===== src/rtl/spi_cfg_slave.sv =====
// SPI configuration slave (mode 0, 16-bit frames) for the synthesizer register
// bank. The SPI pins are oversampled on sclk; nothing is clocked by spi_clk.
// Frame: {W, A[6:0], D[7:0]}, MSB first. Writes produce one wre pulse, and
// reads return rdata on spi_miso during the data byte.
`timescale 1ns/1ps
module spi_cfg_slave #(
  parameter int SYNC_STAGES = 2
) (
  input  logic       sclk,
  input  logic       rstn,
  input  logic       spi_csn,
  input  logic       spi_clk,
  input  logic       spi_mosi,
  output logic       spi_miso,
  output logic       wre,
  output logic [7:0] addr,
  output logic [7:0] din,
  input  logic [7:0] rdata
);

  typedef enum logic [1:0] {IDLE, CMD, DATA, DONE} state_t;

  state_t state, state_nxt;

  logic [SYNC_STAGES-1:0] clk_sync, csn_sync, mosi_sync;
  logic       clk_prev;
  logic       clk_s, csn_s, mosi_s;
  logic       rise, fall;
  logic       armed;
  logic [4:0] bit_cnt;
  logic [6:0] cmd_sr;
  logic [6:0] din_sr;
  logic [7:0] tx_sr;
  logic [7:0] cmd_nxt, din_nxt;
  logic       wr_flag;
  logic       load_pend;

  assign clk_s   = clk_sync[SYNC_STAGES-1];
  assign csn_s   = csn_sync[SYNC_STAGES-1];
  assign mosi_s  = mosi_sync[SYNC_STAGES-1];
  assign rise    = clk_s & ~clk_prev;
  assign fall    = ~clk_s & clk_prev;
  // Full byte including the bit arriving on the current rise.
  assign cmd_nxt = {cmd_sr, mosi_s};
  assign din_nxt = {din_sr, mosi_s};

  // Synchronize the asynchronous SPI pins and keep one extra clock sample for edge detection.
  always_ff @(posedge sclk or negedge rstn) begin
    if (!rstn) begin
      clk_sync  <= '0;
      csn_sync  <= '0;
      mosi_sync <= '0;
      clk_prev  <= 1'b0;
    end else begin
      clk_sync  <= {clk_sync[SYNC_STAGES-2:0], spi_clk};
      csn_sync  <= {csn_sync[SYNC_STAGES-2:0], spi_csn};
      mosi_sync <= {mosi_sync[SYNC_STAGES-2:0], spi_mosi};
      clk_prev  <= clk_s;
    end
  end

  // Frame state register.
  always_ff @(posedge sclk or negedge rstn) begin
    if (!rstn) state <= IDLE;
    else       state <= state_nxt;
  end

  // Next-state logic; a high csn in CMD or DATA aborts the frame and takes priority over edges.
  always_comb begin
    state_nxt = state;
    case (state)
      IDLE: if (!csn_s && armed) state_nxt = CMD;
      CMD: begin
        if (csn_s)                          state_nxt = IDLE;
        else if (rise && bit_cnt == 5'd7)   state_nxt = DATA;
      end
      DATA: begin
        if (csn_s)                          state_nxt = IDLE;
        else if (rise && bit_cnt == 5'd15)  state_nxt = DONE;
      end
      DONE: if (csn_s) state_nxt = IDLE;
      default: state_nxt = IDLE;
    endcase
  end

  // Shift registers, bit counter, register-bank outputs and MISO.
  // armed stays low after reset until csn has been seen high, so a frame
  // interrupted by reset is ignored until csn is released.
  always_ff @(posedge sclk or negedge rstn) begin
    if (!rstn) begin
      armed     <= 1'b0;
      bit_cnt   <= '0;
      cmd_sr    <= '0;
      din_sr    <= '0;
      tx_sr     <= '0;
      wr_flag   <= 1'b0;
      load_pend <= 1'b0;
      addr      <= '0;
      din       <= '0;
      wre       <= 1'b0;
      spi_miso  <= 1'b0;
    end else begin
      armed     <= armed | csn_s;
      wre       <= 1'b0;
      load_pend <= 1'b0;
      case (state)
        IDLE: begin
          bit_cnt <= '0;
          cmd_sr  <= '0;
          din_sr  <= '0;
        end
        CMD: begin
          if (csn_s) begin
            bit_cnt <= '0;
          end else if (rise) begin
            cmd_sr  <= cmd_nxt[6:0];
            bit_cnt <= bit_cnt + 5'd1;
            if (bit_cnt == 5'd7) begin
              addr      <= {1'b0, cmd_nxt[6:0]};
              wr_flag   <= cmd_nxt[7];
              load_pend <= 1'b1;
            end
          end
        end
        DATA: begin
          if (csn_s) begin
            bit_cnt <= '0;
          end else if (rise) begin
            din_sr  <= din_nxt[6:0];
            bit_cnt <= bit_cnt + 5'd1;
            if (bit_cnt == 5'd15 && wr_flag) begin
              din <= din_nxt;
              wre <= 1'b1;
            end
          end
        end
        default: ;
      endcase
      // Read data is captured one cycle after addr settles, then shifted out on falls of bits 9..15.
      if (load_pend)
        tx_sr <= rdata;
      else if (state == DATA && fall && bit_cnt >= 5'd9 && bit_cnt <= 5'd15)
        tx_sr <= {tx_sr[6:0], 1'b0};
      spi_miso <= (state == DATA) ? tx_sr[7] : 1'b0;
    end
  end

endmodule


===== config.mk =====
export PLATFORM = sky130hd
export DESIGN_NAME = spi_cfg_slave
export DESIGN_NICKNAME = d
export VERILOG_FILES = /design/src/rtl/spi_cfg_slave.sv
export SDC_FILE = /design/constraint.sdc
export NUM_CORES = 1
export LEC_CHECK = 0
export CAP_MARGIN = 20
export CELL_PAD_IN_SITES_DETAIL_PLACEMENT = 0
export CELL_PAD_IN_SITES_GLOBAL_PLACEMENT = 1
export CORE_MARGIN = 2
export CORE_UTILIZATION = 43
export CTS_CLUSTER_SIZE = 25
export DETAILED_ROUTE_END_ITERATION = 8
export PLACE_DENSITY_LB_ADDON = 0.1
export SLEW_MARGIN = 20
export SYNTH_ARGS = -nofsm -noshare
export SYNTH_HDL_FRONTEND = slang
export SYNTH_SLANG_ARGS = --single-unit

===== constraint.sdc =====
create_clock -name sclk -period 2.8 [get_ports sclk]
set_clock_uncertainty 0.15 [all_clocks]
set_input_delay 0.56 -clock sclk [delete_from_list [all_inputs] [get_ports sclk]]
set_output_delay 0.56 -clock sclk [all_outputs]
set_load 0.03 [all_outputs]

After elaboration in Yosys (flattened, before gate mapping)
Cells that the tools add are included.
- input bits: 13
- bits in registers: 56
- reductions and logical operators: 20
- muxes and demuxes: 27
- $add $sub $neg: 1
- equality and inequality tests: 14
- bitwise gates (word level): 6
- order comparisons: 2
- operator list (kind ; count):
    7-bit two-way mux ; 4
    7-bit case mux with 2 select lines ; 2
    8-bit two-way mux ; 2
    2-bit two-way mux ; 6
    2-bit inequality test (second input constant) ; 6
    4-bit AND reduction ; 3
    5-bit two-way mux ; 2
    5-bit case mux with 2 select lines ; 1
    1-bit two-way mux ; 9
    2-bit case mux with 4 select lines ; 1
    2-bit nonzero test ; 4
    1-bit logical AND ; 7
    3-bit inequality test (second input constant) ; 2
    3-bit AND reduction ; 2
    5-bit by 1-bit adder with 5-bit output (second input constant) ; 1
    5-bit by 3-bit == test with 1-bit output (second input constant) ; 1
    5-bit by 4-bit == test with 1-bit output (second input constant) ; 1
    5-bit by 4-bit >= comparator with 1-bit output (second input constant) ; 1
    5-bit by 4-bit less-or-equal comparator with 1-bit output (second input constant) ; 1
    2-bit == test (second input constant) ; 2
    3-bit by 1-bit inequality test with 1-bit output (second input constant) ; 1
    1-bit inverter ; 3
    1-bit bitwise AND ; 2
    2-bit by 1-bit == test with 1-bit output (second input constant) ; 1
    other kinds (5) ; 5

Depth between registers and ports, before layout
Gate-level depths: netlist (run 1).
- depth in word-level cells: 7
- depth in mapped cells: 7
- gate-level depth less buffers: 6

Least setup slack after synthesis (run 1)
No wires, ideal clock.
- path kind: reg2reg
- start: register state[0]
- end: register din[0]
- cell stages (with the launch flop): 8
- period minus slack after synthesis: 1.961 ns
- library setup time: 0.127 ns
- arrival time: 1.683 ns
- setup slack: 0.839 ns
- path through: dfrtp_1 -> inv_1 -> ha_1 -> nor2b_1 -> and2_4 -> and3_1 -> buf_6 -> mux2_1
- cells in the longest elaborated chain, start to end: 2
- RTL lines (element ; RTL line ; text):
    start, declared ; 23 ; state_t state, state_nxt;
    start signal, assigned ; 65 ; else state <= state_nxt;
    2-bit == test ; 106 ; case (state)
    4-bit AND reduction (no line) ; - ;
    end signal, assigned ; 132 ; din <= din_nxt;
    end, declared ; 17 ; output logic [7:0] din,
No other way between the ends.
A chain may end at the register's enable or synchronous reset.

Worst setup path in the final report (run 1)
- start: register state[0]
- end: register din[7]
Same word-level chain as after synthesis.

==> summary.txt, run 1 <==
Run status
  • Run status: finished, final reports clean

Cells and area
  • Most frequent cells in the layout: dfrtp_1, nand2_1, clkdlybuf4s50_1
  • Layout cells sized above 1: 9.60%
  • Post-layout instance area: 2910 sq um
  • Syn-to-layout area delta: 19.0%
  • Nets: 271
  • Most common cell after layout, fill and taps aside: dfrtp_1
  • Antenna Cells: 0

Placed design
  • Hpwl dp: 2960 um
  • Cell Area, Placed: 2820 sq um
  • Dpl ws: 0.420 ns
  • PortBufs: 29
  • Final GP Congestion: 0.839

Power and ir drop
  • Pwr dens: 550 nW/um^2
  • Total Power: 1.60 mW
  • Worst VDD drop: 0.313 mV
  • Pleak: 1.30 nW

Synth
  • Synth Register Bits: 56
  • Synth area leader: dfrtp_1
  • Syn. warnings: 0
  • Register area share after synthesis: 57.4%
  • Share of the synthesized area in the top cell type: 57.4%
  • Post-synthesis async set-or-reset flop share: 100%
  • Synth area leaders: dfrtp_1, nand2_1, o21ai_0
  • Post-Syn Area per Cell: 11.3 sq um
  • Synthesized area: 2440 sq um
  • Synth Instances: 216
  • Net Count, Synth: 238
  • Post-synth EDFFs: 0
  • Ys flop type: dfrtp_1
  • Yosys cell types: 39

STA
  • Setup TNS Final: 0 ns
  • Final min period: 2.36 ns
  • Final Hold Viols: 0
  • Final setup fails: 0
  • Final Cycle Share: 84.3%
  • Least-Margin Pin Slew: 0.622 ns
  • Maximum clock rate: 424 MHz
  • RSZ-0062 raised after global routing: no
  • Hold WS: 0.103 ns
  • Relative slew slack: 58.5%
  • Final worst setup slack: 0.439 ns
  • Max Slew Vio Count: 0

Floorplanning
  • Die X: 79.4 um
  • Die Y: 79.4 um
  • Rows: 27
  • Die area: 6300 sq um
  • Core Region: 5510 sq um
  • Starting density of the core: 44.4%
  • I/O Pins: 31

Worst setup path
  • CP max stage cell: dfrtp_1
  • CP Cell Sequence: inv_1 > ha_1 > nor2b_1 > and2_4 > and3_1 > mux2_1
  • Buf+Inv Stages, Crit Path: 1
  • Worst Path Arrival: 2.41 ns
  • Cell family with most CP delay: simple AND/OR/NAND/NOR gates
  • CP Launch Type: flop
  • Worst reg-to-reg setup slack: 0.44 ns
  • R2R cell count: 6
  • R2R Path Start: state[0]
  • R2R Path End: din[7]
  • Critical Path RT: 2.85 ns
  • Crit Path Max Fanout: 15
  • Largest stage delay on the critical path: 0.44 ns
  • Crit Path Class: reg -> reg
  • Crit end category: flop

Clock network
  • Worst-path clk slew: 0.11 ns
  • CTS Buf Count: 5
  • Hold-fix buffers, CTS: 0
  • Clock Latency Late Sink: 0.31 ns
  • CTS Buffer Depth: 2
  • CTS resizes: 0
  • H-tree depth: 2
  • Post-CTS setup repair buffer count: 0
  • Clk sinks: 56
  • CTS tree: built
  • Clock Root Buffer: clkbuf_8

GRT
  • Vias in the first global route: 1,613
  • Initial antenna violation count: 0
  • Global-route wire length before repair: 7390 um
  • GRT Util Overall: 14.9%
  • GRT overflow: 0
  • Largest net degree at the start of global routing: 31

Hold path
  • Worst Hold Class: in -> async

Detailed routing
  • Total Wirelength: 4160 um
  • Vias per cell: 5.01
  • Vias: 1,612
  • DRC viols: 0
  • DRT iter0 DRCs: 65
  • 1st-pass router iterations: 4
  • Post-route ant nets: 0
  • Routed length per instance: 12.9 um

Flow run
  • Max-cap violations: 0
## final cells by class
class / count / area (sq um)
Multi-Input combinational cell: 150 / 992
Inverter: 5 / 18.8
Clock inverter: 3 / 21.3
Clock buffer: 5 / 68.8
Tap cell: 72 / 90.1
Timing Repair Buffer: 31 / 313
Sequential cell: 56 / 1400
Fill cell: 496 / 2600
## worst reg2reg max path, stage by stage (launching register included)
cell and delay, ns:
dfrtp_1 0.44, inv_1 0.14, ha_1 0.28, nor2b_1 0.20, and2_4 0.24, and3_1 0.43, mux2_1 0.36
## power breakdown
group	leakage [nW]	switching (mW)	internal [mW]
Combinational	0.526	0.172	0.116
Sequential	0.726	0.0318	0.837
Clock	0.0445	0.262	0.178
Total	1.30	0.466	1.13
## sequential cells by signal (all words and copies together) (netlist names)
signal and cells:
csn_sync 2, cmd_sr 7, addr 7, clk_prev 1, din_sr 7, mosi_sync 2
tx_sr 8, state 2, load_pend 1, clk_sync 2, bit_cnt 5, wr_flag 1
wre 1, din 8, armed 1, spi_miso 1
## per-layer routing
layer | global-route usage [%] | wire length, um
met1 | 21.4 | 2130
met2 | 22.3 | 1840
met3 | 4.09 | 174
met4 | 4.14 | 17
met5 | 0 | 0
## Yosys cell counts (2+ instances only)
cell      number
nand2b_1      13
mux2i_1        5
clkbuf_1       3
nand2_1       37
a21oi_1        5
inv_1          5
ha_1           9
dfrtp_1       56
a211o_1        2
and3_1         2
or3_1          2
o21ai_0       27
nor2b_1        3
nand3_1        3
o31a_1         4
mux2_2         8
mux2_1         8
nor2_1         3
## worst max path at each step
stage | start | to | slack [ns] | cells past startpoint
3_3_place_gp | state[0] | din[4] | 0.50 | 6
3_5_place_dp | state[0] | din[3] | 0.42 | 6
4_1_cts | state[0] | din[7] | 0.40 | 6
5_1_grt | state[0] | din[4] | 0.23 | 6
6_report | state[0] | din[7] | 0.44 | 6
2_1_floorplan | state[0] | din[0] | 0.84 | 7
## cells by family (layout without fill, tap and decap cells)
kind of cell	count (synthesis)	in the layout	share of synthesized area [%]
adder cells (fa/ha/maj)	9	9	4.61
flip-flops	56	56	57.4
other	1	1	0.154
multiplexers	21	21	9.43
AO/OA/AOI/OAI	47	47	11.7
AND/OR/NAND/NOR	72	72	14.7
buffers and inverters	10	44	2.00
## through the flow
step | instances | utilization [%]
CTS | 322 | 52.8
global route | 322 | 52.8
floorplan | 216 | -
global placement | 314 | 51.1
finish | 322 | 52.8
detailed placement | 314 | 51.1
Power figures use the tool's default switching activity.
==> inputs of run 2 (changes only) <==
Clock period 2.8 ns to 2.39 ns, I/O delays scaled along.
==> run 2 against run 1 <==
The flow now finishes with violations (hold timing). Routed wire length is 1.6% higher. Clock power rose by 42%. Critical path depth increased by 1. Cell count rose by 0.93%. Sequential share of layout area is 0.72 points lower. Count of clock-buffer cells in the layout grew 1.
==> summary.txt, run 2 (synthesized netlist as in run 1, its figures left out) <==
GRT
  • Initial antenna violation count: 0 (unchanged)
  • Largest net degree at the start of global routing: 57 (was 31)
  • GRT overflow: 0 (unchanged)
  • Global-route wire length before repair: 7380 um (was 7390 um)
  • Vias in the first global route: 1,529 (was 1,613)
  • GRT Util Overall: 15.0% (was 14.9%)

Floorplanning
  • Rows: 27 (unchanged)
  • Die area: 6300 sq um (unchanged)
  • Die Y: 79.4 um (unchanged)
  • Starting density of the core: 44.4% (unchanged)
  • I/O Pins: 31 (unchanged)
  • Core Region: 5510 sq um (unchanged)
  • Die X: 79.4 um (unchanged)

Power and ir drop
  • Total Power: 1.98 mW (was 1.60 mW)
  • Worst VDD drop: 0.298 mV (was 0.313 mV)
  • Pleak: 1.32 nW (was 1.30 nW)
  • Pwr dens: 671 nW/um^2 (was 550 nW/um^2)

Cells and area
  • Top flop regs: din: 8 flops, tx_sr: 8 flops (unchanged)
  • # fillers: 481 (was 496)
  • Syn-to-layout area delta: 20.7% (was 19.0%)
  • Layout cells sized above 1: 10.3% (was 9.60%)
  • Most common cell after layout, fill and taps aside: dfrtp_1 (unchanged)
  • Antenna Cells: 0 (unchanged)
  • Nets: 274 (was 271)
  • Most frequent cells in the layout: dfrtp_1, nand2_1, clkdlybuf4s50_1 (unchanged)

STA
  • Max Slew Vio Count: 0 (unchanged)
  • Final Cycle Share: 91.2% (was 84.3%)
  • Final setup fails: 0 (unchanged)
  • Setup TNS Final: 0 ns (unchanged)
  • Hold WS: -0.0175 ns (was 0.103 ns)
  • Final worst setup slack: 0.211 ns (was 0.439 ns)
  • RSZ-0062 raised after global routing: no (unchanged)
  • Maximum clock rate: 459 MHz (was 424 MHz)
  • Final min period: 2.18 ns (was 2.36 ns)
  • Final Hold Viols: 4 (was 0)

Detailed routing
  • Vias: 1,627 (was 1,612)
  • 1st-pass router iterations: 4 (unchanged)
  • Met3 WL: 162 um (was 174 um)
  • Total Wirelength: 4230 um (was 4160 um)
  • DRC viols: 0 (unchanged)
  • DRT met1 WL: 2220 um (was 2130 um)
  • DR WL met2: 1810 um (was 1840 um)
  • Routed length per instance: 13.0 um (was 12.9 um)
  • DRT iter0 DRCs: 78 (was 65)
  • Vias per cell: 5.01 (about the same)
  • Post-route ant nets: 0 (unchanged)
  • Top Metal Used: met4 (unchanged)

Clock network
  • CTS Buffer Depth: 2 (unchanged)
  • Worst-path clk slew: 0.10 ns (was 0.11 ns)
  • H-tree depth: 2 (unchanged)
  • Post-CTS setup repair buffer count: 0 (unchanged)
  • CTS Buf Count: 5 (unchanged)
  • Clock Root Buffer: clkbuf_8 (unchanged)
  • CTS resizes: 0 (unchanged)
  • CTS tree: built (unchanged)
  • Clk sinks: 56 (unchanged)
  • Hold-fix buffers, CTS: 0 (unchanged)
  • Clock Latency Late Sink: 0.30 ns (was 0.31 ns)

Worst setup path
  • CP Launch Type: flop (unchanged)
  • Critical Path RT: 2.44 ns (was 2.85 ns)
  • R2R Path End: din[6] (was din[7])
  • Crit Path Class: reg -> reg (unchanged)
  • Worst reg-to-reg setup slack: 0.21 ns (was 0.44 ns)
  • Worst Path Arrival: 2.22 ns (was 2.41 ns)
  • R2R Path Start: state[0] (unchanged)
  • R2R cell count: 7 (was 6)
  • Crit end category: flop (unchanged)
  • Crit Path Max Fanout: 9 (was 15)

Placed design
  • PortBufs: 29 (unchanged)
  • Hpwl dp: 2890 um (was 2960 um)
  • Dpl ws: 0.198 ns (was 0.420 ns)
  • Final GP Congestion: 0.805 (was 0.839)

Run status
  • Failing checks: hold timing
  • Run status: finished, violations left (was finished, final reports clean)

Hold path
  • Worst Hold Class: in -> async (unchanged)

Flow run
  • Max-cap violations: 0 (unchanged)
## run 2: changes by cell type in the layout (fill, tap and decap cells not counted)
cell / change
clkinv_2: -1
clkbuf_1: +1
clkinvlp_4: -1
bufinv_16: +1
buf_4: +3
## run 2: worst max-delay path by stage
stage	startpoint	end	slack [ns]	cells after the start
floorplan	state[0]	din[0]	0.43	7
global placement	state[0]	din[1]	0.25	7
detailed placement	state[0]	din[6]	0.20	7
CTS	state[0]	din[6]	0.18	7
global route	state[0]	din[5]	0.05	7
finish	state[0]	din[6]	0.21	7
## run 2: power by group
part	switching [mW]	internal, mW	total (mW)
Clock	0.306	0.317	0.624
Combinational	0.203	0.137	0.339
Sequential	0.0376	0.980	1.02
## run 2: metal layers
layer  global-route usage (%)  vias up
met4                     4.14        0
met1                     22.5      774
li1                         -      818
met5                        0        -
met2                     21.6       31
met3                     3.98        4
## run 2: metrics by stage
step                      area, sq um  util, %  cells  hold slack (ns)
after floorplan                  2440        -    216           0.0324
after global placement           2840     51.5    317            0.183
after detailed placement         2840     51.5    317            0.188
after CTS                        2950     53.6    325           0.0155
after global routing             2950     53.6    325           0.0272
final                            2950     53.6    325          -0.0175
## run 2: final cells by class
type | instances | area [sq um] | area share [%]
clock inverter | 2 | 38.8 | 1.32
sequential | 56 | 1400 | 47.5
multi-input combinational | 150 | 992 | 33.6
timing repair buffer | 34 | 335 | 11.4
inverter | 5 | 18.8 | 0.636
tap | 72 | 90.1 | 3.05
clock buffer | 6 | 72.6 | 2.46
## run 2: worst max-delay path, stage by stage, from the launching register on
cell and delay (ns):
dfrtp_1 0.45, inv_1 0.15, ha_1 0.28, nor2b_1 0.21
and2_4 0.16, and3_1 0.15, buf_4 0.18, mux2_1 0.34
==> inputs of run 3 (changes only) <==
Settings changed: CORE_ASPECT_RATIO set to 0.7, CORE_MARGIN 2 to not set.
==> run 3 against run 2 <==
The run still ends with hold timing left. Power is 5.2% lower. Via count down 0.25%. Combinational power rose by 1%. Critical path type unchanged. Highest routed layer unchanged.
==> summary.txt, run 3 (synthesized netlist as in run 1, its figures left out) <==
Run status
  • Run status: finished, violations left (unchanged)
  • Failing checks: hold timing (unchanged)

Clock network
  • Worst-path clk slew: 0.09 ns (was 0.10 ns)
  • H-tree depth: 2 (unchanged)
  • Hold-fix buffers, CTS: 0 (unchanged)
  • Clock Root Buffer: clkbuf_8 (unchanged)
  • CTS Buf Count: 5 (unchanged)
  • CTS Buffer Depth: 2 (unchanged)
  • Clk sinks: 56 (unchanged)
  • Clock Latency Late Sink: 0.31 ns (was 0.30 ns)
  • Post-CTS setup repair buffer count: 0 (unchanged)
  • CTS tree: built (unchanged)
  • CTS resizes: 0 (unchanged)

Cells and area
  • Top flop regs: din: 8 flops, tx_sr: 8 flops (unchanged)
  • Non-Filler Instances: 325 (unchanged)
  • Most common cell after layout, fill and taps aside: dfrtp_1 (unchanged)
  • Antenna Cells: 0 (unchanged)
  • Area of the multi-input gates: 992 sq um (unchanged)
  • Syn-to-layout area delta: 19.8% (was 20.7%)
  • Storage element area: 1400 sq um (unchanged)
  • Layout cells sized above 1: 10.3% (unchanged)
  • # fillers: 480 (was 481)
  • Nets: 274 (unchanged)
  • Post-layout instance area: 2930 sq um (was 2950 sq um)
  • Most frequent cells in the layout: dfrtp_1, nand2_1, clkdlybuf4s50_1 (unchanged)

STA
  • Final Hold Viols: 2 (was 4)
  • Least-Margin Pin Slew: 0.557 ns
  • Setup TNS Final: 0 ns (unchanged)
  • Final min period: 2.13 ns (was 2.18 ns)
  • Final setup fails: 0 (unchanged)
  • RSZ-0062 raised after global routing: no (unchanged)
  • Maximum clock rate: 470 MHz (was 459 MHz)
  • Final Cycle Share: 89.1% (was 91.2%)
  • Relative slew slack: 62.9%
  • Max Slew Vio Count: 0 (unchanged)
  • Hold WS: -0.00144 ns (was -0.0175 ns)

Placed design
  • PortBufs: 29 (unchanged)
  • Hpwl dp: 2920 um (was 2890 um)
  • Placed insts: 317 (unchanged)
  • Final GP Congestion: 0.824 (was 0.805)
  • Cell Area, Placed: 2840 sq um (unchanged)

GRT
  • GRT overflow: 0 (unchanged)
  • GRT Util Overall: 16.4% (was 15.0%)
  • Global-route wire length before repair: 7600 um (was 7380 um)
  • Initial antenna violation count: 0 (unchanged)
  • Largest net degree at the start of global routing: 35 (was 57)
  • Vias in the first global route: 1,561 (was 1,529)

Worst setup path
  • Crit Path Max Fanout: 9 (unchanged)
  • CP max stage cell: dfrtp_1 (unchanged)
  • CP Launch Type: flop (unchanged)
  • CP Cell Sequence: inv_1 > ha_1 > nor2b_1 > and2_4 > and3_1 > buf_4 > mux2_1 (unchanged)
  • Critical Path RT: 2.44 ns (about the same)
  • R2R cell count: 7 (unchanged)
  • Crit Path Class: reg -> reg (unchanged)
  • Largest stage delay on the critical path: 0.44 ns (was 0.45 ns)
  • Crit end category: flop (unchanged)
  • Worst Path Arrival: 2.18 ns (was 2.22 ns)

Detailed routing
  • DRT iter0 DRCs: 58 (was 78)
  • Vias per cell: 4.99 (was 5.01)
  • Vias: 1,623 (was 1,627)
  • Total Wirelength: 4240 um (was 4230 um)
  • Routed length per instance: 13.0 um (about the same)
  • Post-route ant nets: 0 (unchanged)
  • 1st-pass router iterations: 4 (unchanged)
  • DRC viols: 0 (unchanged)

Floorplanning
  • Die area: 5990 sq um (was 6300 sq um)
  • Core Region: 5370 sq um (was 5510 sq um)
  • Die Y: 65.1 um (was 79.4 um)
  • I/O Pins: 31 (unchanged)
  • Starting density of the core: 45.5% (was 44.4%)
  • Rows: 22 (was 27)
  • Die X: 92.1 um (was 79.4 um)

Power and ir drop
  • Total Power: 1.88 mW (was 1.98 mW)
  • Pleak: 1.31 nW (was 1.32 nW)
  • Pwr dens: 642 nW/um^2 (was 671 nW/um^2)
  • Worst VDD drop: 0.343 mV (was 0.298 mV)

Hold path
  • Worst Hold Class: in -> async (unchanged)

Flow run
  • Max-cap violations: 0 (unchanged)
-- run 3: cell count changes in the layout (fill, tap and decap cells not counted), sizes merged --
| cell | delta |
|---|---|
| bufinv | -1 |
| clkinv | +1 |
| clkinvlp | +1 |
| inv | -1 |
-- run 3: worst paths after layout --
path	from	to	slack, ns
hold / removal	rstn	tx_sr[5]	-0.001
min in group sclk	csn_sync[0]	csn_sync[1]	0.21
hold reg to reg	csn_sync[0]	csn_sync[1]	0.21
setup reg to reg	state[0]	din[2]	0.26
max in group asynchronous	rstn	din[2]	1.53
setup / recovery	state[0]	din[2]	0.26
-- run 3: through the flow --
stage | setup WS [ns] | hold slack (ns) | utilization, %
finish | 0.260 | -0.00144 | 54.5
global route | 0.0659 | 0.0266 | 54.5
CTS | 0.246 | 0.0135 | 54.5
detailed placement | 0.252 | 0.191 | 52.9
global placement | 0.325 | 0.185 | 52.9
floorplan | 0.429 | 0.0324 | -
-- run 3: routing by layer --
layer | vias to the layer above | track usage, % | part of all wire (%)
met1 | 766 | 25.2 | 56
met4 | 0 | 5.86 | 1.4
li1 | 812 | - | -
met3 | 8 | 3.76 | 5.2
met2 | 37 | 22.3 | 37
met5 | - | 0 | 0
-- run 3: critical path, delay by kind of cell, from the launching register on --
family                     cells  cell delay (ns)
and+or+nand+nor                3             0.51
muxes                          1             0.33
buffers and inverters          2             0.31
adders and majority gates      1             0.28
DFF                            1             0.44
-- run 3: layout make-up --
class | instances | share of cell area (%)
well taps | 72 | 3.08
flip-flops and latches | 56 | 47.9
clock buffers | 6 | 2.48
multi-input cells | 150 | 33.9
inverters | 5 | 0.641
clock inverters | 2 | 0.556
repair buffers | 34 | 11.5
-- run 3: report_power, final --
part,total [mW],internal (mW),switching (mW),leakage [nW]
combinational,0.343,0.136,0.206,0.542
clock,0.519,0.209,0.310,0.0414
sequential,1.02,0.980,0.0366,0.726
total,1.88,1.33,0.553,1.31
